**src/rtl/lr35902_sio_pkg.sv**
```systemverilog
// ============================================================================
// Module   : lr35902_sio_pkg
// Brief    : Shared constants and types for the LR35902 link-cable peer.
// Revision : 1.0
// ============================================================================
`default_nettype none

package lr35902_sio_pkg;
    localparam logic [7:0] SIO_IDLE_BYTE = 8'hff;
    localparam int         SIO_BITS      = 8;
    localparam int         SIO_CNT_W     = $clog2(SIO_BITS);
    localparam int         SIO_TMO_W     = 16;

    typedef logic [SIO_CNT_W-1:0] sio_cnt_t;
    typedef logic [SIO_BITS-1:0]  sio_byte_t;
endpackage

`default_nettype wire

```
**src/rtl/lr35902_sio_peer_if.sv**
```systemverilog
// ============================================================================
// Module   : lr35902_sio_peer_if
// Brief    : Host-side valid/ready byte interface of the link-cable peer.
// Revision : 1.0
// ============================================================================
`default_nettype none

interface lr35902_sio_peer_if;
    import lr35902_sio_pkg::*;

    sio_byte_t tx_data;
    logic      tx_valid;
    logic      tx_ready;
    sio_byte_t rx_data;
    logic      rx_valid;
    logic      rx_ready;
    logic      overrun;
    logic      busy;

    modport master (
        output tx_data, tx_valid, rx_ready,
        input  tx_ready, rx_data, rx_valid, overrun, busy
    );

    modport slave (
        input  tx_data, tx_valid, rx_ready,
        output tx_ready, rx_data, rx_valid, overrun, busy
    );
endinterface

`default_nettype wire

```
**src/rtl/lr35902_sio_sync.sv**
```systemverilog
// ============================================================================
// Module   : lr35902_sio_sync
// Brief    : 2-FF synchronizer with optional rise/fall detection stage.
// Revision : 1.0
// ============================================================================
`default_nettype none

module lr35902_sio_sync #(
    parameter bit EDGES     = 1'b0,
    parameter bit RESET_VAL = 1'b1
) (
    input  wire logic clk,
    input  wire logic reset_n,
    input  wire logic din,
    output logic      dout,
    output logic      rise,
    output logic      fall
);
    logic [1:0] r_sync;

    always_ff @(posedge clk or negedge reset_n) begin
        if (!reset_n) begin
            r_sync <= {2{RESET_VAL}};
        end else begin
            r_sync <= {r_sync[0], din};
        end
    end

    assign dout = r_sync[1];

    generate
        if (EDGES) begin : g_edge
            logic r_dly;

            always_ff @(posedge clk or negedge reset_n) begin
                if (!reset_n) begin
                    r_dly <= RESET_VAL;
                end else begin
                    r_dly <= r_sync[1];
                end
            end

            assign rise = r_sync[1] & ~r_dly;
            assign fall = ~r_sync[1] & r_dly;
        end else begin : g_no_edge
            assign rise = 1'b0;
            assign fall = 1'b0;
        end
    endgenerate
endmodule

`default_nettype wire

```
**src/rtl/lr35902_sio_peer.sv**
```systemverilog
// ============================================================================
// Module   : lr35902_sio_peer
// Brief    : LR35902 serial link-cable partner (console is clock master).
//            Define LR35902_SIO_PEER_TIMEOUT_EN to abort bytes stalled mid-way.
// Revision : 1.0
// ============================================================================
`default_nettype none

module lr35902_sio_peer
    import lr35902_sio_pkg::*;
#(
    parameter logic [15:0] TIMEOUT = 16'hffff
) (
    input  wire logic            clk,
    input  wire logic            reset_n,
    input  wire logic            sck_in,
    input  wire logic            sout_in,
    output logic                 sin_out,
    lr35902_sio_peer_if.slave    host
);
    localparam sio_cnt_t LAST_BIT = sio_cnt_t'(SIO_BITS - 1);

    logic      w_sck_rise;
    logic      w_sck_fall;
    logic      w_sout;
    logic      w_unused_sck_lvl;
    logic      w_unused_sout_rise;
    logic      w_unused_sout_fall;
    logic      w_tx_fire;
    logic      w_busy;
    logic      w_abort;

    sio_byte_t r_tx_shift;
    sio_byte_t r_rx_shift;
    sio_byte_t r_hold;
    sio_byte_t r_rx_data;
    sio_cnt_t  r_bit_cnt;
    logic      r_hold_full;
    logic      r_rx_valid;
    logic      r_overrun;

    lr35902_sio_sync #(.EDGES(1'b1), .RESET_VAL(1'b1)) u_sck_sync (
        .clk     (clk),
        .reset_n (reset_n),
        .din     (sck_in),
        .dout    (w_unused_sck_lvl),
        .rise    (w_sck_rise),
        .fall    (w_sck_fall)
    );

    lr35902_sio_sync #(.EDGES(1'b0), .RESET_VAL(1'b1)) u_sout_sync (
        .clk     (clk),
        .reset_n (reset_n),
        .din     (sout_in),
        .dout    (w_sout),
        .rise    (w_unused_sout_rise),
        .fall    (w_unused_sout_fall)
    );

    assign w_busy    = (r_bit_cnt != '0);
    assign w_tx_fire = host.tx_valid & ~r_hold_full;

`ifdef LR35902_SIO_PEER_TIMEOUT_EN
    logic [SIO_TMO_W-1:0] r_idle_cnt;

    // Any SCK activity re-arms the watchdog; it only runs while a byte is open.
    assign w_abort = w_busy & ~w_sck_rise & ~w_sck_fall & (r_idle_cnt == TIMEOUT);

    always_ff @(posedge clk or negedge reset_n) begin
        if (!reset_n) begin
            r_idle_cnt <= '0;
        end else if (w_sck_rise || w_sck_fall || w_abort) begin
            r_idle_cnt <= '0;
        end else if (w_busy) begin
            r_idle_cnt <= r_idle_cnt + 1'b1;
        end
    end
`else
    logic w_unused_timeout;

    assign w_abort          = 1'b0;
    assign w_unused_timeout = ^TIMEOUT;
`endif

    always_ff @(posedge clk or negedge reset_n) begin
        if (!reset_n) begin
            r_tx_shift  <= SIO_IDLE_BYTE;
            r_rx_shift  <= '0;
            r_hold      <= '0;
            r_rx_data   <= '0;
            r_bit_cnt   <= '0;
            r_hold_full <= 1'b0;
            r_rx_valid  <= 1'b0;
            r_overrun   <= 1'b0;
        end else begin
            r_overrun <= 1'b0;

            if (r_rx_valid && host.rx_ready) begin
                r_rx_valid <= 1'b0;
            end

            // Handshake only fires with hold empty, so it never races a reload.
            if (w_tx_fire) begin
                r_hold      <= host.tx_data;
                r_hold_full <= 1'b1;
            end

            if (w_abort) begin
                r_bit_cnt  <= '0;
                r_rx_shift <= '0;
                if (r_hold_full) begin
                    r_tx_shift  <= r_hold;
                    r_hold_full <= 1'b0;
                end else begin
                    r_tx_shift <= SIO_IDLE_BYTE;
                end
            end else if (w_sck_rise) begin
                r_rx_shift <= {r_rx_shift[SIO_BITS-2:0], w_sout};
                r_bit_cnt  <= r_bit_cnt + 1'b1;
                if (r_bit_cnt == LAST_BIT) begin
                    r_rx_data  <= {r_rx_shift[SIO_BITS-2:0], w_sout};
                    r_rx_valid <= 1'b1;
                    r_overrun  <= r_rx_valid & ~host.rx_ready;
                    if (r_hold_full) begin
                        r_tx_shift  <= r_hold;
                        r_hold_full <= 1'b0;
                    end else begin
                        r_tx_shift <= SIO_IDLE_BYTE;
                    end
                end
            end else begin
                // First fall of a byte keeps the freshly loaded MSB on the line.
                if (w_sck_fall && w_busy) begin
                    r_tx_shift <= {r_tx_shift[SIO_BITS-2:0], 1'b1};
                end
                if (!w_busy && r_hold_full) begin
                    r_tx_shift  <= r_hold;
                    r_hold_full <= 1'b0;
                end
            end
        end
    end

    assign sin_out       = r_tx_shift[SIO_BITS-1];
    assign host.tx_ready = ~r_hold_full;
    assign host.rx_data  = r_rx_data;
    assign host.rx_valid = r_rx_valid;
    assign host.overrun  = r_overrun;
    assign host.busy     = w_busy;
endmodule

`default_nettype wire

```
**src/flat_wrapper.sv**
```systemverilog
// flat-port wrapper written by rule: the top's interface ports become plain ports
module lr35902_sio_peer_flat import lr35902_sio_pkg::*;
#(
    parameter logic [15:0] TIMEOUT = 16'hffff
)
  (clk, reset_n, sck_in, sout_in, sin_out, host_tx_data, host_tx_valid, host_rx_ready, host_tx_ready, host_rx_data, host_rx_valid, host_overrun, host_busy);
  lr35902_sio_peer_if host_i ();
  input  wire logic clk;
  input  wire logic reset_n;
  input  wire logic sck_in;
  input  wire logic sout_in;
  output logic sin_out;
  input wire logic [$bits(host_i.tx_data)-1:0] host_tx_data;
  input wire logic [$bits(host_i.tx_valid)-1:0] host_tx_valid;
  input wire logic [$bits(host_i.rx_ready)-1:0] host_rx_ready;
  output wire logic [$bits(host_i.tx_ready)-1:0] host_tx_ready;
  output wire logic [$bits(host_i.rx_data)-1:0] host_rx_data;
  output wire logic [$bits(host_i.rx_valid)-1:0] host_rx_valid;
  output wire logic [$bits(host_i.overrun)-1:0] host_overrun;
  output wire logic [$bits(host_i.busy)-1:0] host_busy;
  assign host_i.tx_data = host_tx_data;
  assign host_i.tx_valid = host_tx_valid;
  assign host_i.rx_ready = host_rx_ready;
  assign host_tx_ready = host_i.tx_ready;
  assign host_rx_data = host_i.rx_data;
  assign host_rx_valid = host_i.rx_valid;
  assign host_overrun = host_i.overrun;
  assign host_busy = host_i.busy;
  lr35902_sio_peer #(.TIMEOUT(TIMEOUT)) u_core (.clk(clk), .reset_n(reset_n), .sck_in(sck_in), .sout_in(sout_in), .sin_out(sin_out), .host(host_i));
endmodule
```
**config.mk**
```make
export PLATFORM = sky130hd
export DESIGN_NAME = lr35902_sio_peer_flat
export DESIGN_NICKNAME = d
export VERILOG_FILES = /design/src/rtl/lr35902_sio_pkg.sv /design/src/rtl/lr35902_sio_peer_if.sv /design/src/rtl/lr35902_sio_sync.sv /design/src/rtl/lr35902_sio_peer.sv /design/src/flat_wrapper.sv
export SDC_FILE = /design/constraint.sdc
export NUM_CORES = 1
export LEC_CHECK = 0
export ABC_AREA = 1
export CELL_PAD_IN_SITES_DETAIL_PLACEMENT = 0
export CELL_PAD_IN_SITES_GLOBAL_PLACEMENT = 2
export CORE_MARGIN = 2
export CORE_UTILIZATION = 33
export CTS_CLUSTER_DIAMETER = 120
export DETAILED_ROUTE_END_ITERATION = 6
export GPL_TIMING_DRIVEN = 0
export PLACE_DENSITY = 0.78
export SYNTH_ARGS = -nofsm -noshare
export SYNTH_HDL_FRONTEND = slang
export SYNTH_SLANG_ARGS = --single-unit
```
**constraint.sdc**
```tcl
create_clock -name clk -period 1.6 [get_ports clk]
set_input_delay 0.32 -clock clk [delete_from_list [all_inputs] [get_ports clk]]
set_output_delay 0.32 -clock clk [all_outputs]
set_load 0.05 [all_outputs]
```
==> results_dict.tcl <==
set metrics [dict create \
    global_route.overflow_total 0 \
    crit_start "u_core.r_bit_cnt[0]" \
    pin_count 27 \
    status "finished, final reports clean" \
    die_area_um2 6150 \
    clk_root_buffer_cell "sky130_fd_sc_hd__clkbuf_8" \
    timing.critical_path.to "host_busy" \
    clock_share_of_power 0.203 \
    drt_iter0_drc 71 \
    placementRows 27 \
    synth_fp_nets 198 \
    stdcell_count 289 \
    internal-power_mw 2.52 \
    r2r-start "u_core.r_bit_cnt[0]" \
    first_global_vias 1326 \
    htree_levels 2 \
    netlist_instances 181 \
    cts_inserted_buffers 5 \
    critical_path.endpoint_type "output port" \
    antenna_left 0 \
    cts.path.max_buffers 2 \
    register_area_share_after_synthesis 0.583 \
    critical_path.reg2reg.endpoint "u_core.r_tx_shift[5]" \
    slew_headroom 0.664 \
    layout.core_utilization 0.425 \
    dpl.hpwl_um 2420 \
    critical_path.slowest_cell "sky130_fd_sc_hd__dfrtp_1" \
    net-switching-power_mw 1.62 \
    power.sequential.fraction 0.402 \
    grt_antenna_before_repair 0 \
    final_hold_viol_count 0 \
    setup_tns_ns 0 \
    routed_via_density 4.42 \
    slew_at_the_pin_closest_to_its_max_slew_limit_ns 0.506 \
    comb_power_share 0.395 \
    port_buffers 26 \
    nets 233 \
    critical_path.startpoint_type "register" \
    setup-violations-final 0 \
    min_path_type "register to register" \
    placed_insts 280 \
    report.power.total_mw 4.14 \
    synth.lib_cells_used.distinct 26 \
    core_area_um2 5440 \
    detail_route.drc_violations 0 \
    synth.cell_area_um2 1830 \
    clk_sink_count 42 \
    tritoncts "built" \
    peakVddDrop_mv 0.882 \
    critical_path_peak_fanout 3 \
    syn_to_final_growth_pct 26.4 \
    postRouteWirelength_um 3540 \
    crit_path_cell_trace "inv_2, ha_2, nand2_2, buf_8" \
    synth.avg_cell_area_um2 10.1 \
    n_antenna_cell 0 \
    critPathMaxStageDelay_ns 0.40 \
    die-width_um 78.5 \
    dieHeight_um 78.5 \
    maxCapViolations 0 \
    avgRoutedWirePerCell_um 12.3 \
    grt.total_usage 0.128 \
    finalInstanceArea_um2 2310 \
    unrepaired_setup_endpoints_after_global_routing "no" \
    timing.reg2reg.setup_slack_ns 0.16 \
    power_density_nw_per_um2 1790 \
    post_route_cells_drive_above_1_share 0.240 \
    skew_ns 0.0116 \
    clock_insertion_delay_worst_skew_ns 0.30 \
    period_share 0.951 \
    worstSetupPathType "register to output port" \
    total_number_of_vias 1277 \
    power_switching_share 0.392 \
    final_max_slew_viol_count 0 \
    path_clk_slew_ns 0.09 \
    placedInstanceArea_um2 2190 \
    post-route-min-period_ns 1.52 \
    ys.warnings.count 0 \
    ys_seq_elements 42 \
    r2r_cells 9 \
    timing.fmax_mhz 657 \
    worst-endpoint-arrival_ns 1.20 \
    post_cts.repair.setup_buffers 0 \
    drt_pass1_iterations 4 \
    global_route_wire_length_before_repair_um 6150 \
    initial_utilization 0.336 \
    data_required_time_at_the_worst_endpoint_ns 1.28 \
    gpl.final_weighted_congestion 0.738 \
    cellLeakagePower_nw 1.12 \
    grt_start_max_net_pins 32 \
]
==> sequential cells by signal (all words and copies together), names as in the netlist <==
name                            flops
u_core.r_hold                       8
u_core.u_sck_sync.g_edge.r_dly      1
u_core.host.rx_valid                1
u_core.host.rx_data                 8
u_core.r_bit_cnt                    3
u_core.u_sck_sync.r_sync            2
u_core.host.overrun                 1
u_core.u_sout_sync.r_sync           2
u_core.r_rx_shift                   7
u_core.r_hold_full                  1
u_core.r_tx_shift                   8
==> through the flow <==
stage,hold WS [ns],setup slack (ns)
finish,0.359,0.0788
global route,0.363,0.0225
CTS,0.360,0.0288
detailed placement,0.229,-0.316
global placement,0.346,-0.989
floorplan,0.0244,0.0549
==> power groups by stage <==
stage               Clock [mW]  Sequential [mW]  Combinational, mW
floorplan                    0             1.95              0.930
global placement             0             1.69               1.66
detailed placement           0             1.69               1.68
CTS                      0.870             1.67               1.65
global route             0.912             1.71               1.82
finish                   0.842             1.66               1.63
==> area by class of cell <==
cell class              instances  area (um^2)
fillers                       563         3130
flip-flops and latches         42         1070
well taps                      72         90.1
clock inverters                 3         45.0
multi-input cells             110          629
plain buffers                   5         42.5
repair buffers                 28          274
inverters                      24         95.1
clock buffers                   5         68.8
==> kinds of logic (layout without fill, tap and decap cells) <==
group           Yosys count  count (layout)  share of synthesized area
compound gates           26              26                     0.0896
xor+xnor                  1               1                    0.00479
fa+ha+maj                 3               3                     0.0205
buf+inv                  29              65                     0.0752
flops                    42              42                      0.583
simple gates             80              80                      0.226
==> how the worst min path moves through the flow <==
stage                                              end  cells after the start  slack [ns]                         start
after floorplan                    u_core.host.overrun                      0        0.02                       reset_n
after global placement    u_core.u_sout_sync.r_sync[1]                      0        0.35  u_core.u_sout_sync.r_sync[0]
after detailed placement              u_core.r_hold[2]                      1        0.23                       reset_n
after CTS                 u_core.u_sout_sync.r_sync[1]                      0        0.36  u_core.u_sout_sync.r_sync[0]
after global routing      u_core.u_sout_sync.r_sync[1]                      0        0.36  u_core.u_sout_sync.r_sync[0]
final                     u_core.u_sout_sync.r_sync[1]                      0        0.36  u_core.u_sout_sync.r_sync[0]
==> metal layers <==
metal / wire, um / up-vias / track usage
met5: 0 / - / 0
met4: 31 / 0 / 0.0421
met3: 158 / 5 / 0.0391
met2: 1550 / 22 / 0.195
met1: 1800 / 602 / 0.173
li1: - / 648 / -
==> synth_stat cells <==
master,instances,share of area
sky130_fd_sc_hd__a21oi_1,8,0.022
sky130_fd_sc_hd__buf_2,1,0.0027
sky130_fd_sc_hd__buf_6,3,0.018
sky130_fd_sc_hd__clkbuf_1,1,0.0021
sky130_fd_sc_hd__dfrtp_1,29,0.40
sky130_fd_sc_hd__dfstp_2,13,0.19
sky130_fd_sc_hd__ha_1,3,0.021
sky130_fd_sc_hd__inv_1,22,0.045
sky130_fd_sc_hd__inv_2,1,0.0021
sky130_fd_sc_hd__inv_6,1,0.0048
sky130_fd_sc_hd__nand2_1,38,0.078
sky130_fd_sc_hd__nand2_2,3,0.010
sky130_fd_sc_hd__nand2_4,2,0.012
sky130_fd_sc_hd__nand2_8,1,0.011
sky130_fd_sc_hd__nand3_1,10,0.027
sky130_fd_sc_hd__nand3_2,1,0.0055
sky130_fd_sc_hd__nand3_4,1,0.0096
sky130_fd_sc_hd__nand3b_1,6,0.025
sky130_fd_sc_hd__nand4_1,7,0.024
sky130_fd_sc_hd__nor2_1,10,0.021
sky130_fd_sc_hd__nor2_2,1,0.0034
sky130_fd_sc_hd__o211ai_2,1,0.0068
sky130_fd_sc_hd__o21ai_0,9,0.025
sky130_fd_sc_hd__o21ai_1,1,0.0027
sky130_fd_sc_hd__o21ai_2,7,0.034
sky130_fd_sc_hd__xor2_1,1,0.0048
==> worst max-delay path, delay by kind of cell (launching register included) <==
family / cells / cell delay (ns)
fa+ha+maj: 1 / 0.18
buf+inv: 2 / 0.23
flops: 1 / 0.40
simple gates: 1 / 0.10
==> what timing repair did <==
action,in CTS,in global routing
setup endpoints to repair,13,2
endpoints found under the hold margin,8,0
gates resized for setup,24,5
hold buffers,1,0
==> placed cells by master, fill, tap and decap left out, types with 2 or more instances in the layout <==
cell type                          n
sky130_fd_sc_hd__clkdlybuf4s50_1  12
sky130_fd_sc_hd__clkinvlp_4        2
sky130_fd_sc_hd__buf_2             3
sky130_fd_sc_hd__dfrtp_1          29
sky130_fd_sc_hd__inv_2             2
sky130_fd_sc_hd__nand2_2           4
sky130_fd_sc_hd__clkbuf_8          5
sky130_fd_sc_hd__nor2_1           10
sky130_fd_sc_hd__o21ai_2           7
sky130_fd_sc_hd__a21oi_1           8
sky130_fd_sc_hd__nand4_1           7
sky130_fd_sc_hd__buf_6             3
sky130_fd_sc_hd__nand2_1          37
sky130_fd_sc_hd__dlygate4sd2_1    10
sky130_fd_sc_hd__nand3b_1          6
sky130_fd_sc_hd__dfstp_2          13
sky130_fd_sc_hd__nand3_1          10
sky130_fd_sc_hd__inv_1            21
sky130_fd_sc_hd__ha_1              2
sky130_fd_sc_hd__nand2_4           2
sky130_fd_sc_hd__o21ai_0           9
No activity file was read; power rests on OpenSTA's default activity.
==> patch (same settings) <==
The option `LR35902_SIO_PEER_TIMEOUT_EN` is turned on by a define.
--- a/src/rtl/lr35902_sio_peer.sv
+++ b/src/rtl/lr35902_sio_peer.sv
@@ -6,4 +6,6 @@
 // ============================================================================
 `default_nettype none
+
+`define LR35902_SIO_PEER_TIMEOUT_EN
 
 module lr35902_sio_peer
Behaviour: same outputs for any inputs over 10 cycles, from zero or initial values and one cycle with reset_n low; that may be too few to reach the edited logic, so the function may still have changed.
==> patch against the original RTL <==
  * The flow now finishes with violations (negative setup slack)
  * Sequential share of layout area shrank 11 points
  * Hold slack worse by 0.32 ns
  * Critical path type is now register to register
  * Global-route usage is 3.8 points higher
  * Highest routed layer unchanged
  * Power grew 47%
  * Clock power up 84%
  * Setup slack lost 0.16 ns
  * Cell area rose by 80%
  * Via count rose by 100%
  * Sequential power increased by 25%
  * Sequential cell count grew 16
  * Critical path depth increased by 7
  * Cell count grew 90%
  * Area after synthesis increased by 64%
  * Wire length is 110% higher
==> patch: results (changes against the original RTL) <==
| Metric | Value |
|---|---|
| GRT Util Overall | 16.57% (was 12.77%) |
| WL met2 | 3489 microns (was 1549 microns) |
| NonClk Buf Share | 13.59% (was 13.69%) |
| Worst slew margin | 49.05% (was 66.39%) |
| Setup ws final | -0.08599 ns (was 0.07875 ns) |
| WHS | 0.04342 ns (was 0.3591 ns) |
| Core area | 0.008763 sq mm (was 0.005439 sq mm) |
| DRT iter0 DRCs | 141 (was 71) |
| Clk cell area share | 5.455% (was 4.924%) |
| Repair and plain buffers | 54 (was 33) |
| Fillers | 885 (was 563) |
| Post-synth top cells | nand2_1 (118), inv_1 (53), dfrtp_1 (45), nor2_1 (39), nand3_1 (29) (was nand2_1 (38), dfrtp_1 (29), inv_1 (22), dfstp_2 (13)) |
| GRT met3 Usage | 3.584% (was 3.908%) |
| Met1 wire length | 3616 microns (was 1803 microns) |
| Avg Cell Area, Syn | 7.892 sq um (was 10.11 sq um) |
| Met3 wire length | 197 microns (was 158 microns) |
| Area of the multi-input gates | 0.001534 sq mm (was 629.4 sq um) |
| Routability cong. | 0.7868 (was 0.7376) |
| R2R depth | 11 (was 9) |
| Sequential cell area share | 35.35% (was 46.16%) |
| Inverters | 57 (was 24) |
| Syn Nets | 400 (was 198) |
| Dpl cell area | 0.003457 sq mm (was 0.002195 sq mm) |
| Comb_multi_in | 256 (was 110) |
| Final nets | 456 (was 233) |
| Later-pin clock latency in the skew report | 0.35 ns (was 0.30 ns) |
| Sequential cell area fraction in the yosys report | 48.94% (was 58.34%) |
| Setup violators final | 11 (was 0) |
| Worst min-delay path category | primary input to async pin (was register to register) |
| Via/cell ratio | 4.670 (was 4.419) |
| Fin Setup TNS | -0.5460 ns (was 0 ns) |
| Top post-synthesis cells by area | dfrtp_1 (38%), nand2_1 (15%), dfstp_2 (11%) (was dfrtp_1 (40%), dfstp_2 (19%), nand2_1 (7.8%)) |
| Arr. time, crit path | 1.97 ns (was 1.20 ns) |
| Failing checks | negative setup slack |
| Worst setup EP type | register (was output pin) |
| Post-synth cell types | 36 (was 26) |
| Total Wirelength | 7429 microns (was 3544 microns) |
| Layout Skew | 0.01198 ns (was 0.01157 ns) |
| WL/cell | 13.53 microns (was 12.26 microns) |
| Post-CTS Setup Inserts | 15 (was 0) |
| Status | complete, but fails checks (was finished clean) |
| Number of gates resized after cts | 71 (was 24) |
==> patch: cells by family after synthesis <==
group | count (synthesis) | share of synthesized area (%)
buf+inv | 66 | 8.928
fa+ha+maj | 6 | 2.503
compound gates | 35 | 6.925
mux | 3 | 1.126
flops | 58 | 48.94
xor+xnor | 3 | 0.8763
simple gates | 209 | 30.71
==> patch: report_power, final <==
| group | leakage (nW) | internal [mW] | switching (mW) |
|---|---|---|---|
| registers | 0.724 | 1.90 | 0.184 |
| clock network | 0.110 | 0.889 | 0.660 |
| logic | 1.18 | 0.935 | 1.53 |
==> patch: worst max-delay path, stage by stage (launching register included) <==
cell and delay [ns]:
dfstp_2 0.57, inv_2 0.05, ha_4 0.16, buf_12 0.13, nor2_8 0.11, nand3_4 0.12, buf_12 0.17, buf_16 0.13
nand2_2 0.05, nand2_2 0.04, nand2_2 0.04, nand2_1 0.05
